### config.mk
export PLATFORM = sky130hd
export DESIGN_NAME = time_unit_counter
export DESIGN_NICKNAME = d
export VERILOG_FILES = /design/src/rtl/time_unit_counter.sv
export SDC_FILE = /design/constraint.sdc
export NUM_CORES = 1
export LEC_CHECK = 0
export CORE_AREA = 10 10 55 74
export DETAILED_ROUTE_END_ITERATION = 8
export DIE_AREA = 0 0 65 84
export GPL_TIMING_DRIVEN = 0
export PLACE_DENSITY = 0.78
export SYNTH_ARGS = -nofsm -noshare
export SYNTH_HDL_FRONTEND = slang
export SYNTH_SLANG_ARGS = --single-unit
### constraint.sdc
create_clock -name i_clk -period 3 [get_ports i_clk]
set_input_delay 0.6 -clock i_clk [delete_from_list [all_inputs] [get_ports i_clk]]
set_output_delay 0.6 -clock i_clk [all_outputs]
set_load 0.05 [all_outputs]
### src/rtl/time_unit_counter.sv
// Single time-unit counter (ms/sec/min/hr) with binary value, incremental BCD digits and
// same-cycle carry/borrow. Optional i_up prescaler is enabled by defining TIME_UNIT_PRESCALE_EN.
module time_unit_counter #(
   parameter int P_MOD   = 60,
   parameter int P_WIDTH = 7,
   parameter int P_DIV   = 10
) (
   input  logic               i_clk,
   input  logic               i_rstn,
   input  logic               i_clear,
   input  logic               i_up,
   input  logic               i_down,
   output logic               o_carryup,
   output logic               o_borrow,
   output logic [P_WIDTH-1:0] o_value,
   output logic [3:0]         o_tens,
   output logic [3:0]         o_ones
);

   localparam logic [P_WIDTH-1:0] C_MAX      = P_WIDTH'(P_MOD - 1);
   localparam logic [3:0]         C_MAX_TENS = 4'((P_MOD - 1) / 10);
   localparam logic [3:0]         C_MAX_ONES = 4'((P_MOD - 1) % 10);

   if (P_MOD < 2 || P_MOD > 100 || (2 ** P_WIDTH) < P_MOD || P_DIV < 1 || P_DIV > 1024) begin : g_bad_param
      $error("time_unit_counter: illegal P_MOD/P_WIDTH/P_DIV combination");
   end

   logic [P_WIDTH-1:0] r_value;
   logic [3:0]         r_tens;
   logic [3:0]         r_ones;
   logic               w_tick;
   logic               w_inc;
   logic               w_dec;
   logic               w_at_max;
   logic               w_at_zero;

`ifdef TIME_UNIT_PRESCALE_EN
   localparam int                C_PS_W    = (P_DIV > 1) ? $clog2(P_DIV) : 1;
   localparam logic [C_PS_W-1:0] C_PS_LAST = C_PS_W'(P_DIV - 1);

   logic [C_PS_W-1:0] r_prescale;

   assign w_tick = (r_prescale == C_PS_LAST);

   // Counts only cycles that request a lone increment; a hold pair restarts the divide.
   always_ff @(posedge i_clk or negedge i_rstn) begin
      if (!i_rstn) begin
         r_prescale <= '0;
      end else if (i_clear || (i_up && i_down)) begin
         r_prescale <= '0;
      end else if (i_up) begin
         r_prescale <= w_tick ? '0 : r_prescale + C_PS_W'(1);
      end
   end
`else
   assign w_tick = 1'b1;
`endif

   assign w_at_max  = (r_value == C_MAX);
   assign w_at_zero = (r_value == '0);
   assign w_inc     = ~i_clear & i_up & ~i_down & w_tick;
   assign w_dec     = ~i_clear & i_down & ~i_up;

   // NOTE: reset gates the combinational carries so a chain collapses instantly, not at the next edge.
   assign o_carryup = i_rstn & w_inc & w_at_max;
   assign o_borrow  = i_rstn & w_dec & w_at_zero;

   // NOTE: sequential state uses non-blocking assignments so every flop samples pre-edge values.
   always_ff @(posedge i_clk or negedge i_rstn) begin
      if (!i_rstn) begin
         r_value <= '0;
         r_tens  <= '0;
         r_ones  <= '0;
      end else if (i_clear) begin
         r_value <= '0;
         r_tens  <= '0;
         r_ones  <= '0;
      end else if (w_inc) begin
         if (w_at_max) begin
            r_value <= '0;
            r_tens  <= '0;
            r_ones  <= '0;
         end else begin
            r_value <= r_value + P_WIDTH'(1);
            if (r_ones == 4'd9) begin
               r_ones <= 4'd0;
               r_tens <= r_tens + 4'd1;
            end else begin
               r_ones <= r_ones + 4'd1;
            end
         end
      end else if (w_dec) begin
         if (w_at_zero) begin
            r_value <= C_MAX;
            r_tens  <= C_MAX_TENS;
            r_ones  <= C_MAX_ONES;
         end else begin
            r_value <= r_value - P_WIDTH'(1);
            if (r_ones == 4'd0) begin
               r_ones <= 4'd9;
               r_tens <= r_tens - 4'd1;
            end else begin
               r_ones <= r_ones - 4'd1;
            end
         end
      end
   end

   assign o_value = r_value;
   assign o_tens  = r_tens;
   assign o_ones  = r_ones;

endmodule

==> flow_metrics.tcl, run 1 <==
set metrics [dict create \
    async_flop_share 1.00 \
    num_rows 23 \
    cp_max_fo 10 \
    hold_class "input pin to asynchronous set/reset pin" \
    core_um2 2790 \
    hpwl_um 3110 \
    hold_viol 0 \
    clk_latency_ps 250 \
    htreeDepth 1 \
    skew_ps 3.61 \
    die_x_um 65 \
    drive_above_1_share 0.0950 \
    final_core_util 0.606 \
    cp_data_arrival_time_ps 2280 \
    layout.cells.non_filler 237 \
    synth_cells 176 \
    place_inst 233 \
    drv_cap 0 \
    cts_resized 8 \
    cts_setup_buffers 0 \
    intPower_mw 0.527 \
    io_buffer_count 20 \
    synth_fp_nets 190 \
    synth_edf_count 0 \
    hold_slack_ps 527 \
    post-route-min-period_ps 2880 \
    cp.required_ps 2400 \
    vias 1489 \
    clock.fmax_mhz 348 \
    outcome "finished clean" \
    drt-total-wl_um 4190 \
    yosysTopAreaCellShare 0.273 \
    clock_path_buffers 2 \
    syn_to_final_growth_pct 23.1 \
    p_sw_mw 0.454 \
    firstDrtPassIters 4 \
    detail-route-antenna-nets 0 \
    worstMarginPinSlew_ps 901 \
    synth_commonest_cells "a21oi_1, dfrtp_1, nand2_1" \
    crit_type "register to primary output" \
    ys_warn_count 0 \
    start_util 0.493 \
    syn_area_um2 1380 \
    rsz0062_at_grt "false" \
    cts.sinks 15 \
    rr_endpoint "o_tens[3]$_DFFE_PN0P_" \
    swShare 0.463 \
    worstSetupEndpointType "primary output" \
    r2r-start "o_value[0]$_DFFE_PN0P_" \
    synth.area.top_cells "dfrtp_1, ha_1, a21oi_1" \
    antenna_found_initial 0 \
    drt_iter0_markers 72 \
    p_comb_frac 0.532 \
    wl_per_cell_um 17.7 \
    ctsRootBufferMaster "clkbuf_8" \
    final_max_slew_viol_count 0 \
    rr_worst_depth 8 \
    insertedDiodeCount 0 \
    overflow 0 \
    seqPwrFrac 0.292 \
    n_fill_cell 267 \
    ioPinCount 22 \
    leakage_nw 0.698 \
    nets 215 \
    ys_ff_latch 15 \
    synthFlopType "dfrtp_1" \
    die_y_um 84 \
    slew_headroom 0.395 \
    critPathLaunchType "register" \
    hold_buffers 0 \
    die_area_um2 5460 \
    setup_violations 0 \
    seq_area_frac_synth 0.273 \
    place_congestion 0.936 \
    syn_avg_cell_area_um2 7.81 \
    regToRegSetupSlack_ps 570 \
    grt_pass1_vias 1474 \
    cts_tree "done" \
    pwr-share-clk 0.176 \
    clkTransAtPathRegs_ps 70 \
    fin_crit_sh 0.959 \
    drc 0 \
    cts_buffers 3 \
    synth_top_cell_by_area "dfrtp_1" \
    drt-vias-per-instance 6.28 \
    power_mw 0.981 \
    grt_pass1_wl_um 7130 \
    ir_drop_v 0.000450 \
    ys_types 48 \
    yosysMostFrequentCell "a21oi_1" \
    cp-endpoint "o_carryup" \
    grt_start_max_net_pins 18 \
    startpoint "o_value[1]$_DFFE_PN0P_" \
    p_per_area_nw_per_um2 579 \
    grt_usage 0.157 \
]
[sequential cells by signal, indices dropped and copies added (netlist names)]
name / flops
o_ones: 4
o_value: 7
o_tens: 4
[worst max-delay path: stages, from the launching register on]
cell and delay, ps:
dfrtp_1 520, ha_1 300, nand2_1 120, nor3_2 350
and3_1 220, clkdlybuf4s15_1 500
[worst min path at each step]
stage                          startpoint                      to  slack (ps)
finish                             i_rstn  o_value[3]$_DFFE_PN0P_         530
global route                       i_rstn  o_value[4]$_DFFE_PN0P_         580
CTS                                i_rstn  o_value[4]$_DFFE_PN0P_         560
detailed placement  o_tens[2]$_DFFE_PN0P_   o_tens[2]$_DFFE_PN0P_         590
global placement    o_tens[2]$_DFFE_PN0P_   o_tens[2]$_DFFE_PN0P_         570
floorplan                          i_rstn   o_ones[0]$_DFFE_PN0P_         300
[cell families after synthesis]
| group | after synthesis | synth area share |
|---|---|---|
| adders and majority gates | 9 | 0.0819 |
| AOI/OAI and AO/OA | 62 | 0.294 |
| buffers and inverters | 23 | 0.0810 |
| DFF | 15 | 0.273 |
| and+or+nand+nor | 66 | 0.259 |
| muxes | 1 | 0.0109 |
[power groups by stage]
stage          Sequential, mW  Combinational [mW]  Clock, mW
3_3_place_gp            0.284               0.500          0
5_1_grt                 0.295               0.567      0.186
6_report                0.287               0.522      0.173
2_1_floorplan           0.397               0.245          0
4_1_cts                 0.286               0.515      0.177
3_5_place_dp            0.289               0.510          0
[per-stage QoR]
stage | cell area [um^2] | setup slack [ps] | setup TNS (ps)
after floorplan | 1380 | 249 | 0
after global placement | 1620 | -512 | -826
final | 1690 | 123 | 0
after detailed placement | 1620 | -519 | -867
after CTS | 1680 | 2.38 | 0
after global routing | 1690 | 8.68 | 0
[layer usage]
| layer | routed length, um | GRT usage | up-vias |
|---|---|---|---|
| met1 | 1680 | 0.184 | 716 |
| met4 | 63 | 0.0664 | 0 |
| li1 | - | - | 709 |
| met3 | 266 | 0.0336 | 6 |
| met2 | 2180 | 0.264 | 58 |
| met5 | 0 | 0 | - |
[layout make-up]
cell class              instances  area (um^2)  share of cell area
plain buffers                  12         70.1              0.0414
clock buffers                   4         45.0              0.0266
inverters                      11         41.3              0.0244
multi-input cells             138          921               0.544
flip-flops and latches         15          375               0.222
well taps                      37         46.3              0.0273
repair buffers                 20          194               0.115
[placed cells by master (no fill, tap or decap), drive strengths merged, types with 4 or more instances in the layout]
master and instances:
clkdlybuf4s50 17, nor2 9, o21ai 12, buf 6, nand3 11, inv 11, dfrtp 15, a21oi 19
or2 4, nor3 5, ha 9, clkbuf 11, nand2 12, and3 5
No activity file was read; power rests on OpenSTA's default activity.
==> inputs of run 2 (changes only) <==
- ABC_CLOCK_PERIOD_IN_PS: not set -> 3000
- SKIP_LAST_GASP: not set -> 1
==> run 2 against run 1 <==
Global-route usage barely moved. Via count stayed put. Non-clock buffer count unchanged. First-iteration DRC count is 2.8% lower. Die area is the same. Flip-flop and latch count unchanged.
==> flow_metrics.tcl, run 2 (synthesized netlist as in run 1, its figures left out) <==
set metrics [dict create \
    p_per_area_nw_per_um2 581 \
    drt-vias-per-instance 6.28 \
    place_inst 233 \
    die_y_um 84 \
    cp.required_ps 2400 \
    vias 1489 \
    leakage_nw 0.698 \
    p_comb_frac 0.533 \
    layout.cells.non_filler 237 \
    final_core_util 0.605 \
    cts_tree "done" \
    hold_buffers 0 \
    clk_latency_ps 250 \
    worstMarginPinSlew_ps 920 \
    worstSetupEndpointType "primary output" \
    hpwl_um 3110 \
    pre_cts_ws_ps -519 \
    hold_class "input pin to asynchronous set/reset pin" \
    clock.fmax_mhz 364 \
    wl_per_cell_um 17.7 \
    skew_ps 2.60 \
    n_fill_cell 268 \
    swShare 0.463 \
    clock_path_buffers 2 \
    die_area_um2 5460 \
    htreeDepth 1 \
    drv_cap 0 \
    grt_pass1_wl_um 7140 \
    num_rows 23 \
    detail-route-antenna-nets 0 \
    ir_drop_v 0.000452 \
    core_um2 2790 \
    overflow 0 \
    cp_data_arrival_time_ps 2150 \
    grt_start_max_net_pins 18 \
    p_sw_mw 0.454 \
    cp_max_fo 9 \
    drt_iter0_markers 70 \
    clkTransAtPathRegs_ps 70 \
    ioPinCount 22 \
    fin_area_um2 1690 \
    place_congestion 0.936 \
    cts_resized 7 \
    hold_viol 0 \
    insertedDiodeCount 0 \
    start_util 0.493 \
    antenna_found_initial 0 \
    nets 215 \
    firstDrtPassIters 4 \
    tns_ps 0 \
    intPower_mw 0.527 \
    critPathLaunchType "register" \
    power_mw 0.981 \
    layout_commonest_cell "a21oi_1" \
    cts.sinks 15 \
    fin_crit_sh 0.916 \
    crit_type "register to primary output" \
    drt-total-wl_um 4190 \
    hold_slack_ps 529 \
    grt_usage 0.158 \
    drive_above_1_share 0.100 \
    final_cell_mix "a21oi_1, clkdlybuf4s50_1, dfrtp_1" \
    rsz0062_at_grt "false" \
    setup_violations 0 \
    drc 0 \
    ctsRootBufferMaster "clkbuf_8" \
    dpl_cell_area_um2 1620 \
    cts_buffers 3 \
    outcome "finished clean" \
    seqPwrFrac 0.292 \
    die_x_um 65 \
    grt_pass1_vias 1478 \
    post-route-min-period_ps 2750 \
    io_buffer_count 20 \
    slew_headroom 0.382 \
    pwr-share-clk 0.175 \
    cts_setup_buffers 0 \
    final_max_slew_viol_count 0 \
    syn_to_final_growth_pct 22.7 \
    largest_reg_flops 7 \
    fin_ws_ps 253 \
]
[run 2: worst max-delay path: stages (launching register included)]
cell	delay (ps)
dfrtp_1	410
clkbuf_1	200
inv_1	130
ha_1	170
nor4b_4	260
and2_2	280
and3_1	170
buf_2	270
[run 2: cell type report]
type                            count  area (um^2)  area share
Multi-Input combinational cell    138          921       0.546
Sequential cell                    15          375       0.222
Timing Repair Buffer               20          189       0.112
Buffer                             12         70.1      0.0415
Tap cell                           37         46.3      0.0274
Clock buffer                        4         45.0      0.0267
Inverter                           11         41.3      0.0245
[run 2: worst paths after layout]
check | endpoint | startpoint | depth (start not counted) | slack (ps)
setup / recovery | o_borrow | o_value[0]$_DFFE_PN0P_ | 7 | 250
hold / removal | o_value[3]$_DFFE_PN0P_ | i_rstn | 1 | 530
setup reg to reg | o_tens[3]$_DFFE_PN0P_ | o_value[0]$_DFFE_PN0P_ | 8 | 560
hold reg to reg | o_tens[2]$_DFFE_PN0P_ | o_tens[2]$_DFFE_PN0P_ | 1 | 600
max in group asynchronous | o_ones[1]$_DFFE_PN0P_ | i_rstn | 1 | 1990
min in group i_clk | o_tens[2]$_DFFE_PN0P_ | o_tens[2]$_DFFE_PN0P_ | 1 | 600
[run 2: power groups by stage]
stage	Combinational, mW	Clock (mW)	Sequential, mW
global placement	0.500	0	0.284
global route	0.567	0.186	0.295
floorplan	0.245	0	0.397
CTS	0.513	0.177	0.286
detailed placement	0.510	0	0.289
finish	0.522	0.172	0.286
[run 2: layer usage]
layer | GRT usage | routed length, um | vias up
li1 | - | - | 706
met2 | 0.265 | 2170 | 51
met4 | 0.0664 | 83 | 0
met5 | 0 | 0 | -
met1 | 0.184 | 1700 | 724
met3 | 0.0336 | 246 | 8
==> inputs of run 3 (changes only) <==
- CAP_MARGIN: not set -> 15
- PLACE_DENSITY: 0.78 -> not set
- PLACE_DENSITY_LB_ADDON: not set -> 0.12
- SETUP_SLACK_MARGIN: not set -> 0.15
==> run 3 against run 2 <==
Hold slack gained 1.5 ps. Setup slack lost 28 ps. Sequential power is essentially flat.
==> flow_metrics.tcl, run 3 (synthesized netlist as in run 1, its figures left out) <==
set metrics [dict create \
    outcome "finished clean" \
    cp.required_ps 2400 \
    cp-endpoint "o_borrow" \
    cts_buffers 3 \
    core_um2 2790 \
    rr_endpoint "o_tens[3]$_DFFE_PN0P_" \
    hold_viol 0 \
    start_util 0.493 \
    post-route-min-period_ps 2780 \
    drive_above_1_share 0.105 \
    cp_max_fo 9 \
    hold_class "input pin to asynchronous set/reset pin" \
    drt-total-wl_um 4240 \
    clk_latency_ps 260 \
    path_cells "clkdlybuf4s50_1 -> nand2_1 -> nor2_1 -> and3_1 -> buf_2" \
    fin_crit_sh 0.925 \
    slowest_delay_ps 650 \
    ir_drop_v 0.000406 \
    worstMarginPinSlew_ps 834 \
    startpoint "i_down" \
    wl_per_cell_um 17.9 \
    clock_path_buffers 2 \
    hold_buffers 0 \
    intPower_mw 0.525 \
    rsz0062_at_grt "true" \
    p_sw_mw 0.467 \
    ctsRootBufferMaster "clkbuf_8" \
    critPathLaunchType "input pin" \
    grt_start_max_net_pins 18 \
    overflow 0 \
    crit_type "input pin to primary output" \
    hold_slack_ps 530 \
    drt-vias-per-instance 6.36 \
    cp_data_arrival_time_ps 2180 \
    drt_iter0_markers 84 \
    p_per_area_nw_per_um2 583 \
    detail-route-antenna-nets 0 \
    fin_area_um2 1700 \
    p_comb_frac 0.532 \
    place_congestion 0.896 \
    slew_headroom 0.439 \
    rr_worst_depth 8 \
    ioPinCount 22 \
    swShare 0.471 \
    grt_pass1_wl_um 7310 \
    syn_to_final_growth_pct 23.7 \
    dpl_cell_area_um2 1620 \
    regToRegSetupSlack_ps 570 \
    crit_family "buffers and inverters" \
    seqPwrFrac 0.288 \
    cts_tree "done" \
    worstSetupEndpointType "primary output" \
    layout_commonest_cell "a21oi_1" \
    htreeDepth 1 \
    clkTransAtPathRegs_ps 70 \
    vias 1507 \
    die_area_um2 5460 \
    antenna_found_initial 0 \
    drv_cap 0 \
    pwr-share-clk 0.180 \
    nets 215 \
    clock.fmax_mhz 360 \
    grt_pass1_vias 1531 \
    final_max_slew_viol_count 0 \
    die_x_um 65 \
    r2r-start "o_value[0]$_DFFE_PN0P_" \
    num_rows 23 \
    die_y_um 84 \
    insertedDiodeCount 0 \
    drc 0 \
    cp_slowest_cell "clkdlybuf4s50_1" \
    final_cell_mix "a21oi_1, clkdlybuf4s50_1, dfrtp_1" \
    leakage_nw 0.703 \
    cp.depth 5 \
    grt_usage 0.161 \
    cts.sinks 15 \
    setup_violations 0 \
    firstDrtPassIters 5 \
    n_fill_cell 267 \
    hpwl_um 3080 \
    largest_reg_flops 7 \
    skew_ps 4.91 \
    crit_buf_inv 2 \
    io_buffer_count 20 \
]
run 3: worst reg2reg max path, cell delays in order, from the launching register on:
cell      delay [ps]
dfrtp_1          360
clkbuf_1         320
inv_1            120
ha_1             240
nor4b_4          150
a21oi_1          480
a22o_1           240
a221oi_1          90
o41ai_1          340
run 3: routing by layer:
metal / global-route usage / routed length [um]
met4: 0.0801 / 146
met5: 0 / 0
met2: 0.277 / 2210
met3: 0.0390 / 280
met1: 0.177 / 1600
run 3: through the flow:
step / setup WS (ps) / util / instances / setup TNS [ps] / power [mW]
6_report: 225 / 0.610 / 237 / 0 / 0.993
5_1_grt: 135 / 0.610 / 237 / 0 / 1.05
4_1_cts: 64.6 / 0.604 / 237 / 0 / 0.981
3_5_place_dp: -528 / 0.581 / 233 / -863 / 0.797
3_3_place_gp: -538 / 0.581 / 233 / -870 / 0.787
2_1_floorplan: 249 / - / 176 / 0 / 0.642
run 3: power by group through the flow:
stage | Clock (mW) | Combinational, mW | Sequential [mW]
floorplan | 0 | 0.245 | 0.397
global placement | 0 | 0.502 | 0.285
detailed placement | 0 | 0.510 | 0.288
CTS | 0.180 | 0.517 | 0.284
global route | 0.189 | 0.568 | 0.294
finish | 0.179 | 0.528 | 0.286
run 3: what timing repair did:
action / in CTS / in global routing
endpoints found under the setup margin: 2 / 2
pin swaps: 0 / 0
setup buffers: 0 / 0
resized for setup: 12 / 4
run 3: final cells by class:
type	instances	area, um^2	area share
timing repair buffer	20	195	0.115
sequential	15	375	0.221
clock inverter	1	5.00	0.00294
multi-input combinational	138	927	0.545
clock buffer	3	41.3	0.0243
buffer	12	70.1	0.0412
inverter	11	41.3	0.0243
tap	37	46.3	0.0272
run 3: how the worst min path moves through the flow:
stage                          startpoint                     end  depth (start not counted)
floorplan                          i_rstn   o_ones[0]$_DFFE_PN0P_                          0
finish                             i_rstn  o_value[1]$_DFFE_PN0P_                          1
global route                       i_rstn  o_value[1]$_DFFE_PN0P_                          1
detailed placement  o_tens[2]$_DFFE_PN0P_   o_tens[2]$_DFFE_PN0P_                          1
global placement    o_tens[2]$_DFFE_PN0P_   o_tens[2]$_DFFE_PN0P_                          1
CTS                                i_rstn  o_value[1]$_DFFE_PN0P_                          1
